$ cat src/rtl/cpu4_pkg.sv
// cpu4_pkg: shared constants, state encoding and helpers for the cpu4 sequencer.
// Holds opcode constants, bus widths, return-stack depth and the FSM state enum.
package cpu4_pkg;

  localparam int unsigned DATA_W          = 4;
  localparam int unsigned ADDR_W          = 4;
  localparam int unsigned MEM_DEPTH       = 16;
  localparam int unsigned RET_STACK_DEPTH = 4;

  localparam logic [DATA_W-1:0] OP_JNZ  = 4'd8;
  localparam logic [DATA_W-1:0] OP_CALL = 4'd11;
  localparam logic [DATA_W-1:0] OP_RET  = 4'd12;
  localparam logic [DATA_W-1:0] OP_HLT  = 4'd15;

  typedef enum logic [2:0] {
    ST_IDLE  = 3'd0,
    ST_FETCH = 3'd1,
    ST_ISSUE = 3'd2,
    ST_HALT  = 3'd3,
    ST_FAULT = 3'd4
  } state_e;

  // Sequential successor of a PC; wraps 15 -> 0.
  function automatic logic [ADDR_W-1:0] pc_inc(input logic [ADDR_W-1:0] pc);
    return pc + ADDR_W'(1);
  endfunction

endpackage

$ cat src/rtl/cpu4_sequencer_if.sv
// cpu4_sequencer_if: program-load, run-control, and command-port signals of the
// cpu4 sequencer.
//   master: drives prog_we/prog_addr/prog_data, start/start_addr, jmp_addr, zf,
//           cmd_ready; observes cmd_valid, cmd, pc, busy, halted, fault.
//   slave : the sequencer side (directions reversed).
interface cpu4_sequencer_if;
  import cpu4_pkg::*;

  logic              prog_we;
  logic [ADDR_W-1:0] prog_addr;
  logic [DATA_W-1:0] prog_data;
  logic              start;
  logic [ADDR_W-1:0] start_addr;
  logic [ADDR_W-1:0] jmp_addr;
  logic              zf;
  logic              cmd_ready;
  logic              cmd_valid;
  logic [DATA_W-1:0] cmd;
  logic [ADDR_W-1:0] pc;
  logic              busy;
  logic              halted;
  logic              fault;

  modport master (
    output prog_we, prog_addr, prog_data, start, start_addr, jmp_addr, zf, cmd_ready,
    input  cmd_valid, cmd, pc, busy, halted, fault
  );

  modport slave (
    input  prog_we, prog_addr, prog_data, start, start_addr, jmp_addr, zf, cmd_ready,
    output cmd_valid, cmd, pc, busy, halted, fault
  );

endinterface

$ cat src/rtl/cpu4_ret_stack.sv
// cpu4_ret_stack: LIFO of return addresses with registered top/full/empty.
// Ports: clk, reset (sync, active-high), clear_i (sync clear), push_i/data_i,
//        pop_i, top_o (current top entry), full_o, empty_o.
// Push is ignored when full, pop is ignored when empty; push wins over pop.
module cpu4_ret_stack #(
  parameter int unsigned DEPTH = 4,
  parameter int unsigned WIDTH = 4
) (
  input  logic             clk,
  input  logic             reset,
  input  logic             clear_i,
  input  logic             push_i,
  input  logic             pop_i,
  input  logic [WIDTH-1:0] data_i,
  output logic [WIDTH-1:0] top_o,
  output logic             full_o,
  output logic             empty_o
);

  localparam int unsigned SP_W  = $clog2(DEPTH + 1);
  localparam int unsigned IDX_W = $clog2(DEPTH);

  logic [WIDTH-1:0] data_q [DEPTH];
  logic [SP_W-1:0]  sp_q, sp_d;
  logic [WIDTH-1:0] top_q, top_d;
  logic             full_q, empty_q;
  logic             do_push, do_pop;

  assign do_push = !clear_i && push_i && !full_q;
  assign do_pop  = !clear_i && !do_push && pop_i && !empty_q;

  // Next pointer and next top-of-stack (entry below the popped one).
  always_comb begin
    sp_d  = sp_q;
    top_d = top_q;
    if (clear_i) begin
      sp_d = '0;
    end else if (do_push) begin
      sp_d  = sp_q + SP_W'(1);
      top_d = data_i;
    end else if (do_pop) begin
      sp_d = sp_q - SP_W'(1);
      if (sp_q >= SP_W'(2)) begin
        top_d = data_q[IDX_W'(sp_q - SP_W'(2))];
      end
    end
  end

  always_ff @(posedge clk) begin
    if (reset) begin
      sp_q    <= '0;
      top_q   <= '0;
      full_q  <= 1'b0;
      empty_q <= 1'b1;
    end else begin
      sp_q    <= sp_d;
      top_q   <= top_d;
      full_q  <= (sp_d == SP_W'(DEPTH));
      empty_q <= (sp_d == '0);
    end
  end

  // Storage needs no reset; only entries below sp are ever read.
  always_ff @(posedge clk) begin
    if (!reset && do_push) begin
      data_q[IDX_W'(sp_q)] <= data_i;
    end
  end

  assign top_o   = top_q;
  assign full_o  = full_q;
  assign empty_o = empty_q;

endmodule

$ cat src/rtl/cpu4_sequencer.sv
// cpu4_sequencer: 16x4 program memory plus a fetch/issue sequencer that hands
// opcodes to a datapath over a valid/ready command port.
// Ports: clk, reset (sync, active-high), bus (cpu4_sequencer_if.slave):
//   program load (prog_we/addr/data), run control (start/start_addr),
//   branch inputs (jmp_addr, zf), command port (cmd_valid/cmd/cmd_ready),
//   status (pc, busy, halted, fault).
// Build option: define CPU4_SEQ_CALLSTACK_EN to enable the 4-deep return stack
// (CALL/RET with overflow/underflow FAULT); otherwise CALL/RET advance pc by one
// and fault stays 0.
module cpu4_sequencer
  import cpu4_pkg::*;
(
  input  logic              clk,
  input  logic              reset,
  cpu4_sequencer_if.slave   bus
);

  state_e            state_q, state_d;
  logic [ADDR_W-1:0] pc_q, pc_d;
  logic [DATA_W-1:0] cmd_q, cmd_d;
  logic              cmd_valid_q, cmd_valid_d;
  logic              busy_q, busy_d;
  logic              halted_q, halted_d;
  logic              fault_q, fault_d;
  logic [DATA_W-1:0] mem_q [MEM_DEPTH];

`ifdef CPU4_SEQ_CALLSTACK_EN
  logic              stk_clear, stk_push, stk_pop;
  logic              stk_full, stk_empty;
  logic [ADDR_W-1:0] stk_push_data, stk_top;

  cpu4_ret_stack #(
    .DEPTH (RET_STACK_DEPTH),
    .WIDTH (ADDR_W)
  ) u_ret_stack (
    .clk     (clk),
    .reset   (reset),
    .clear_i (stk_clear),
    .push_i  (stk_push),
    .pop_i   (stk_pop),
    .data_i  (stk_push_data),
    .top_o   (stk_top),
    .full_o  (stk_full),
    .empty_o (stk_empty)
  );
`endif

  // Program memory: writes locked out while running, contents survive reset.
  always_ff @(posedge clk) begin
    if (bus.prog_we && !busy_q) begin
      mem_q[bus.prog_addr] <= bus.prog_data;
    end
  end

  // State, PC, command and registered status outputs.
  always_ff @(posedge clk) begin
    if (reset) begin
      state_q     <= ST_IDLE;
      pc_q        <= '0;
      cmd_q       <= '0;
      cmd_valid_q <= 1'b0;
      busy_q      <= 1'b0;
      halted_q    <= 1'b0;
      fault_q     <= 1'b0;
    end else begin
      state_q     <= state_d;
      pc_q        <= pc_d;
      cmd_q       <= cmd_d;
      cmd_valid_q <= cmd_valid_d;
      busy_q      <= busy_d;
      halted_q    <= halted_d;
      fault_q     <= fault_d;
    end
  end

  // Next state, PC and command; stack control lives here as well.
  always_comb begin
    state_d = state_q;
    pc_d    = pc_q;
    cmd_d   = cmd_q;
`ifdef CPU4_SEQ_CALLSTACK_EN
    stk_clear     = 1'b0;
    stk_push      = 1'b0;
    stk_pop       = 1'b0;
    stk_push_data = pc_inc(pc_q);
`endif
    case (state_q)
      ST_FETCH: begin
        cmd_d   = mem_q[pc_q];
        state_d = ST_ISSUE;
      end
      ST_ISSUE: begin
        // cmd_valid is high throughout ISSUE, so ready alone completes the handshake.
        if (bus.cmd_ready) begin
          state_d = ST_FETCH;
          case (cmd_q)
            OP_JNZ: pc_d = bus.zf ? pc_inc(pc_q) : bus.jmp_addr;
            OP_HLT: state_d = ST_HALT;
`ifdef CPU4_SEQ_CALLSTACK_EN
            OP_CALL: begin
              if (stk_full) begin
                state_d = ST_FAULT;
              end else begin
                stk_push = 1'b1;
                pc_d     = bus.jmp_addr;
              end
            end
            OP_RET: begin
              if (stk_empty) begin
                state_d = ST_FAULT;
              end else begin
                stk_pop = 1'b1;
                pc_d    = stk_top;
              end
            end
`endif
            default: pc_d = pc_inc(pc_q);
          endcase
        end
      end
      default: begin
        // IDLE, HALT and FAULT all accept a new run.
        if (bus.start) begin
          state_d = ST_FETCH;
          pc_d    = bus.start_addr;
`ifdef CPU4_SEQ_CALLSTACK_EN
          stk_clear = 1'b1;
`endif
        end
      end
    endcase
  end

  // Status outputs decoded from the next state so they register with it.
  always_comb begin
    cmd_valid_d = (state_d == ST_ISSUE);
    busy_d      = (state_d == ST_FETCH) || (state_d == ST_ISSUE);
    halted_d    = (state_d == ST_HALT);
`ifdef CPU4_SEQ_CALLSTACK_EN
    fault_d     = (state_d == ST_FAULT);
`else
    fault_d     = 1'b0;
`endif
  end

  assign bus.cmd_valid = cmd_valid_q;
  assign bus.cmd       = cmd_q;
  assign bus.pc        = pc_q;
  assign bus.busy      = busy_q;
  assign bus.halted    = halted_q;
  assign bus.fault     = fault_q;

endmodule

$ cat src/flat_wrapper.sv
// flat-port wrapper written by rule: the top's interface ports become plain ports
module cpu4_sequencer_flat import cpu4_pkg::*;
  (clk, reset, bus_prog_we, bus_prog_addr, bus_prog_data, bus_start, bus_start_addr, bus_jmp_addr, bus_zf, bus_cmd_ready, bus_cmd_valid, bus_cmd, bus_pc, bus_busy, bus_halted, bus_fault);
  cpu4_sequencer_if bus_i ();
  input  logic clk;
  input  logic reset;
  input wire logic [$bits(bus_i.prog_we)-1:0] bus_prog_we;
  input wire logic [$bits(bus_i.prog_addr)-1:0] bus_prog_addr;
  input wire logic [$bits(bus_i.prog_data)-1:0] bus_prog_data;
  input wire logic [$bits(bus_i.start)-1:0] bus_start;
  input wire logic [$bits(bus_i.start_addr)-1:0] bus_start_addr;
  input wire logic [$bits(bus_i.jmp_addr)-1:0] bus_jmp_addr;
  input wire logic [$bits(bus_i.zf)-1:0] bus_zf;
  input wire logic [$bits(bus_i.cmd_ready)-1:0] bus_cmd_ready;
  output wire logic [$bits(bus_i.cmd_valid)-1:0] bus_cmd_valid;
  output wire logic [$bits(bus_i.cmd)-1:0] bus_cmd;
  output wire logic [$bits(bus_i.pc)-1:0] bus_pc;
  output wire logic [$bits(bus_i.busy)-1:0] bus_busy;
  output wire logic [$bits(bus_i.halted)-1:0] bus_halted;
  output wire logic [$bits(bus_i.fault)-1:0] bus_fault;
  assign bus_i.prog_we = bus_prog_we;
  assign bus_i.prog_addr = bus_prog_addr;
  assign bus_i.prog_data = bus_prog_data;
  assign bus_i.start = bus_start;
  assign bus_i.start_addr = bus_start_addr;
  assign bus_i.jmp_addr = bus_jmp_addr;
  assign bus_i.zf = bus_zf;
  assign bus_i.cmd_ready = bus_cmd_ready;
  assign bus_cmd_valid = bus_i.cmd_valid;
  assign bus_cmd = bus_i.cmd;
  assign bus_pc = bus_i.pc;
  assign bus_busy = bus_i.busy;
  assign bus_halted = bus_i.halted;
  assign bus_fault = bus_i.fault;
  cpu4_sequencer u_core (.clk(clk), .reset(reset), .bus(bus_i));
endmodule
$ cat config.mk
export PLATFORM = sky130hd
export DESIGN_NAME = cpu4_sequencer_flat
export DESIGN_NICKNAME = d
export VERILOG_FILES = /design/src/rtl/cpu4_pkg.sv /design/src/rtl/cpu4_sequencer_if.sv /design/src/rtl/cpu4_ret_stack.sv /design/src/rtl/cpu4_sequencer.sv /design/src/flat_wrapper.sv
export SDC_FILE = /design/constraint.sdc
export NUM_CORES = 1
export LEC_CHECK = 0
export CAP_MARGIN = 20
export CORE_AREA = 8 8 86 88
export CTS_BUF_LIST = sky130_fd_sc_hd__clkbuf_2 sky130_fd_sc_hd__clkbuf_4 sky130_fd_sc_hd__clkbuf_8
export CTS_CLUSTER_SIZE = 40
export DETAILED_ROUTE_END_ITERATION = 6
export DIE_AREA = 0 0 94 96
export GPL_ROUTABILITY_DRIVEN = 0
export PLACE_DENSITY = 0.91
export SLEW_MARGIN = 5
export SYNTH_ARGS = -nofsm -noshare
export SYNTH_HDL_FRONTEND = slang
export SYNTH_SLANG_ARGS = --single-unit
export TNS_END_PERCENT = 20
$ cat constraint.sdc
create_clock -name clk -period 1.9 [get_ports clk]
set_input_delay 0.285 -clock clk [delete_from_list [all_inputs] [get_ports clk]]
set_output_delay 0.285 -clock clk [all_outputs]
set_load 0.01 [all_outputs]
==> impl_metrics.json <==
{
  "status": "complete, no violations",
  "slowest_delay_ns": 0.57,
  "clock_skew_ns": 0.00472,
  "dieArea_mm2": 0.00902,
  "end_kind": "primary output",
  "numCtsBuffers": 9,
  "setup_violations": 0,
  "max_freq_mhz": 562,
  "yosysTopAreaCell": "edfxtp_1",
  "rows": 29,
  "path_cells": "buf_12, clkdlybuf4s50_1",
  "synth_mux_area_share_pct": 11.5,
  "crit_required_ns": 1.62,
  "syn_inst": 239,
  "cts.sinks": 78,
  "finalMaxSlewViolations": 0,
  "clockRootBuffer": "clkbuf_8",
  "fp.coreArea_mm2": 0.00610,
  "power.switching_mw": 0.929,
  "min_path_cells": 3,
  "seq_area_frac_synth_pct": 63.9,
  "min_from": "bus_start_addr[2]",
  "yosys.area_share.xor_xnor_pct": 0.508,
  "pwr-share-clk_pct": 33.9,
  "vdd_drop_max_v": 0.000711,
  "grt_remaining_overflow": 0,
  "grt_pass1_vias": 2170,
  "synth_fp_nets": 262,
  "fin_area_mm2": 0.00413,
  "hold_path.class": "input pin to flip-flop",
  "critPathKind": "flip-flop to primary output",
  "layout-drive-gt1-share_pct": 19.4,
  "power_frac_comb_pct": 16.2,
  "die_y_um": 96,
  "synth_fa_ha_area_share_pct": 0.363,
  "die_w_um": 94,
  "worst_pin_slew_ns": 0.588,
  "grtUsageTotal_pct": 16.3,
  "antenna_found_initial": 0,
  "rrSetupSlack_ns": 0.14,
  "synthArstFlopShare_pct": 0,
  "start_util_pct": 56.5,
  "drtIter0Drc": 125,
  "netlist_area_mm2": 0.00345,
  "whs_ns": 0.524,
  "regArea_mm2": 0.00220,
  "tns_ns": 0,
  "wl_mm": 6.79,
  "diodes": 0,
  "synth_seq_cells": 78,
  "grt.met3_usage_pct": 5.07,
  "drcViolationCount": 0,
  "setup_slack_ns": 0.120,
  "postSynthAreaPerCell_um2": 14.4,
  "seqPwrFrac_pct": 49.9,
  "use_met2_pct": 27.5,
  "holdBufCountCts": 0,
  "synth_area_leaders": "edfxtp_1 56%, dfxtp_1 8.1%, mux4_2 5.9%, mux2i_1 4.6%, nor2_1 2.5%",
  "synth_top_area_share_pct": 55.8,
  "synth_top_family_by_area": "simple AND/OR/NAND/NOR gates",
  "place_hpwl_mm": 4.82,
  "ys_warn_count": 0,
  "synth.distinct_cells": 57,
  "cts_setup_buffers": 0,
  "ant_nets": 0,
  "cp_slowest_cell": "clkdlybuf4s50_1",
  "leakage_nw": 1.37,
  "min_period_ns": 1.78,
  "sw_frac_of_total_pct": 23.5,
  "r2r_cells": 4,
  "viasPerCell": 5.71,
  "r2r_end": "u_core.bus.busy",
  "timing.rr.start": "u_core.state_q[2]",
  "relSlewSlack_pct": 60.7,
  "use_met1_pct": 18.6,
  "grt_first_pass_wirelength_mm": 11.0,
  "cts_tree": "done",
  "wl_per_cell_um": 18.5,
  "fillers": 428,
  "fin_nets": 307,
  "internal_power_mw": 3.02,
  "multi_input_area_mm2": 0.00114,
  "cts_buffer_depth": 2,
  "place_ws_ns": -0.0313,
  "synthFlopType": "edfxtp_1",
  "hold_end": "u_core.bus.pc[2]",
  "hold_violations": 0,
  "clk_pin_slew_ns": 0.07,
  "start_kind": "flip-flop",
  "final.period_utilization_pct": 93.7,
  "insertion_delay_ns": 0.34,
  "critPathMaxFanout": 26,
  "rsz0062_at_grt": "false",
  "cap_violations": 0,
  "io_buffer_count": 32,
  "ios": 34,
  "yosys.area_share.simple_pct": 14.4,
  "grt_max_degree": 27,
  "place_area_mm2": 0.00390,
  "htree_levels": 3,
  "synth_compound_area_share_pct": 6.17,
  "vias": 2091,
  "top_usage_layer": "met2",
  "first_pass_iters": 4,
  "p_per_area_mw_per_mm2": 958,
  "synth_edf_count": 64,
  "crit_arrival_ns": 1.49,
  "synthToLayoutAreaGrowth_pct": 19.7
}
registers in the layout, indices dropped and copies added, names as in the netlist:
| register | flops |
|---|---|
| u_core.bus.busy | 1 |
| u_core.bus.cmd | 4 |
| u_core.bus.cmd_valid | 1 |
| u_core.bus.halted | 1 |
| u_core.bus.pc | 4 |
| u_core.mem_q | 64 |
| u_core.state_q | 3 |
layout make-up:
cell class                 instances  share of cell area (%)
sequential                        78                    53.4
timing repair buffer              47                    11.1
clock inverter                     4                    1.79
tap                               77                    2.34
inverter                           2                   0.182
clock buffer                      12                    3.55
multi-input combinational        146                    27.6
synth_stat cells, types with 2 or more instances:
cell type	count
edfxtp_1	64
nor2_1	23
mux2i_1	16
dfxtp_1	14
nand2_1	13
mux4_2	9
nand3_1	8
buf_2	6
nor3_1	6
a21oi_1	5
a221oi_1	4
nand2b_1	4
nand4_1	4
or3_1	4
mux2_2	3
nand3b_1	3
nand4b_1	3
nor2b_1	3
a21o_2	2
buf_6	2
clkbuf_8	2
inv_1	2
nor3b_1	2
o211ai_1	2
o21ai_0	2
o41ai_1	2
power groups by stage:
stage,clock network [mW],registers [mW],logic [mW]
global placement,0,2.01,0.623
finish,1.34,1.97,0.639
global route,1.42,1.98,0.693
detailed placement,0,2.01,0.643
floorplan,0,1.99,0.402
CTS,1.35,1.97,0.646
worst max-delay path, delay by kind of cell (launching register included):
family	cells	cell delay (ns)
buf+inv	2	0.79
flops	1	0.36
cells by family after synthesis:
kind of cell / Yosys count
buffers and inverters: 15
AOI/OAI and AO/OA: 28
DFF: 78
xor gates and xnor gates: 2
and+or+nand+nor: 86
muxes: 28
other: 1
adders and majority gates: 1
layer usage:
| layer | vias to the layer above | wire (µm) |
|---|---|---|
| met3 | 7 | 608 |
| li1 | 1013 | - |
| met1 | 991 | 2690 |
| met2 | 80 | 3400 |
| met5 | - | 0 |
| met4 | 0 | 90 |
how the worst max path moves through the flow:
stage | startpoint | endpoint | cells past startpoint
2_1_floorplan | u_core.bus.pc[0] | u_core.bus.cmd[0] | 5
3_3_place_gp | bus_zf | u_core.bus.pc[0] | 5
3_5_place_dp | bus_start | u_core.bus.pc[1] | 5
4_1_cts | u_core.bus.pc[2] | bus_pc[2] | 1
5_1_grt | u_core.state_q[2] | u_core.bus.busy | 4
6_report | u_core.bus.pc[3] | bus_pc[3] | 2
cells in the final DEF, fill, tap and decap left out, types with 2 or more instances in the layout:
cell / instances
nand3b_1: 3
clkbuf_4: 3
o21ai_0: 2
mux2_2: 3
a221oi_1: 4
dfxtp_1: 13
a21o_2: 2
o41ai_1: 2
nand4b_1: 3
mux2i_1: 16
nor3_1: 6
a21oi_1: 5
buf_4: 13
clkdlybuf4s50_1: 32
nand4_1: 4
clkbuf_8: 9
bufinv_16: 2
inv_1: 2
nand3_1: 8
nor3b_1: 2
nand2_1: 13
edfxtp_1: 64
buf_12: 2
o211ai_1: 2
mux4_2: 9
nand2b_1: 4
or3_1: 4
nor2_1: 23
nor2b_1: 3
per-stage QoR:
step / std cells / power (mW) / util, %
detailed placement: 350 / 2.65 / 64.0
CTS: 366 / 3.97 / 67.7
finish: 366 / 3.95 / 67.7
global placement: 350 / 2.63 / 64.0
floorplan: 239 / 2.40 / -
global route: 366 / 4.10 / 67.7
timing repair:
item / 4_1_cts / 5_1_grt
hold endpoints to repair: 0 / 0
gates resized for setup: 0 / 1
setup endpoints to repair: 0 / 1
Power figures use the tool's default switching activity.
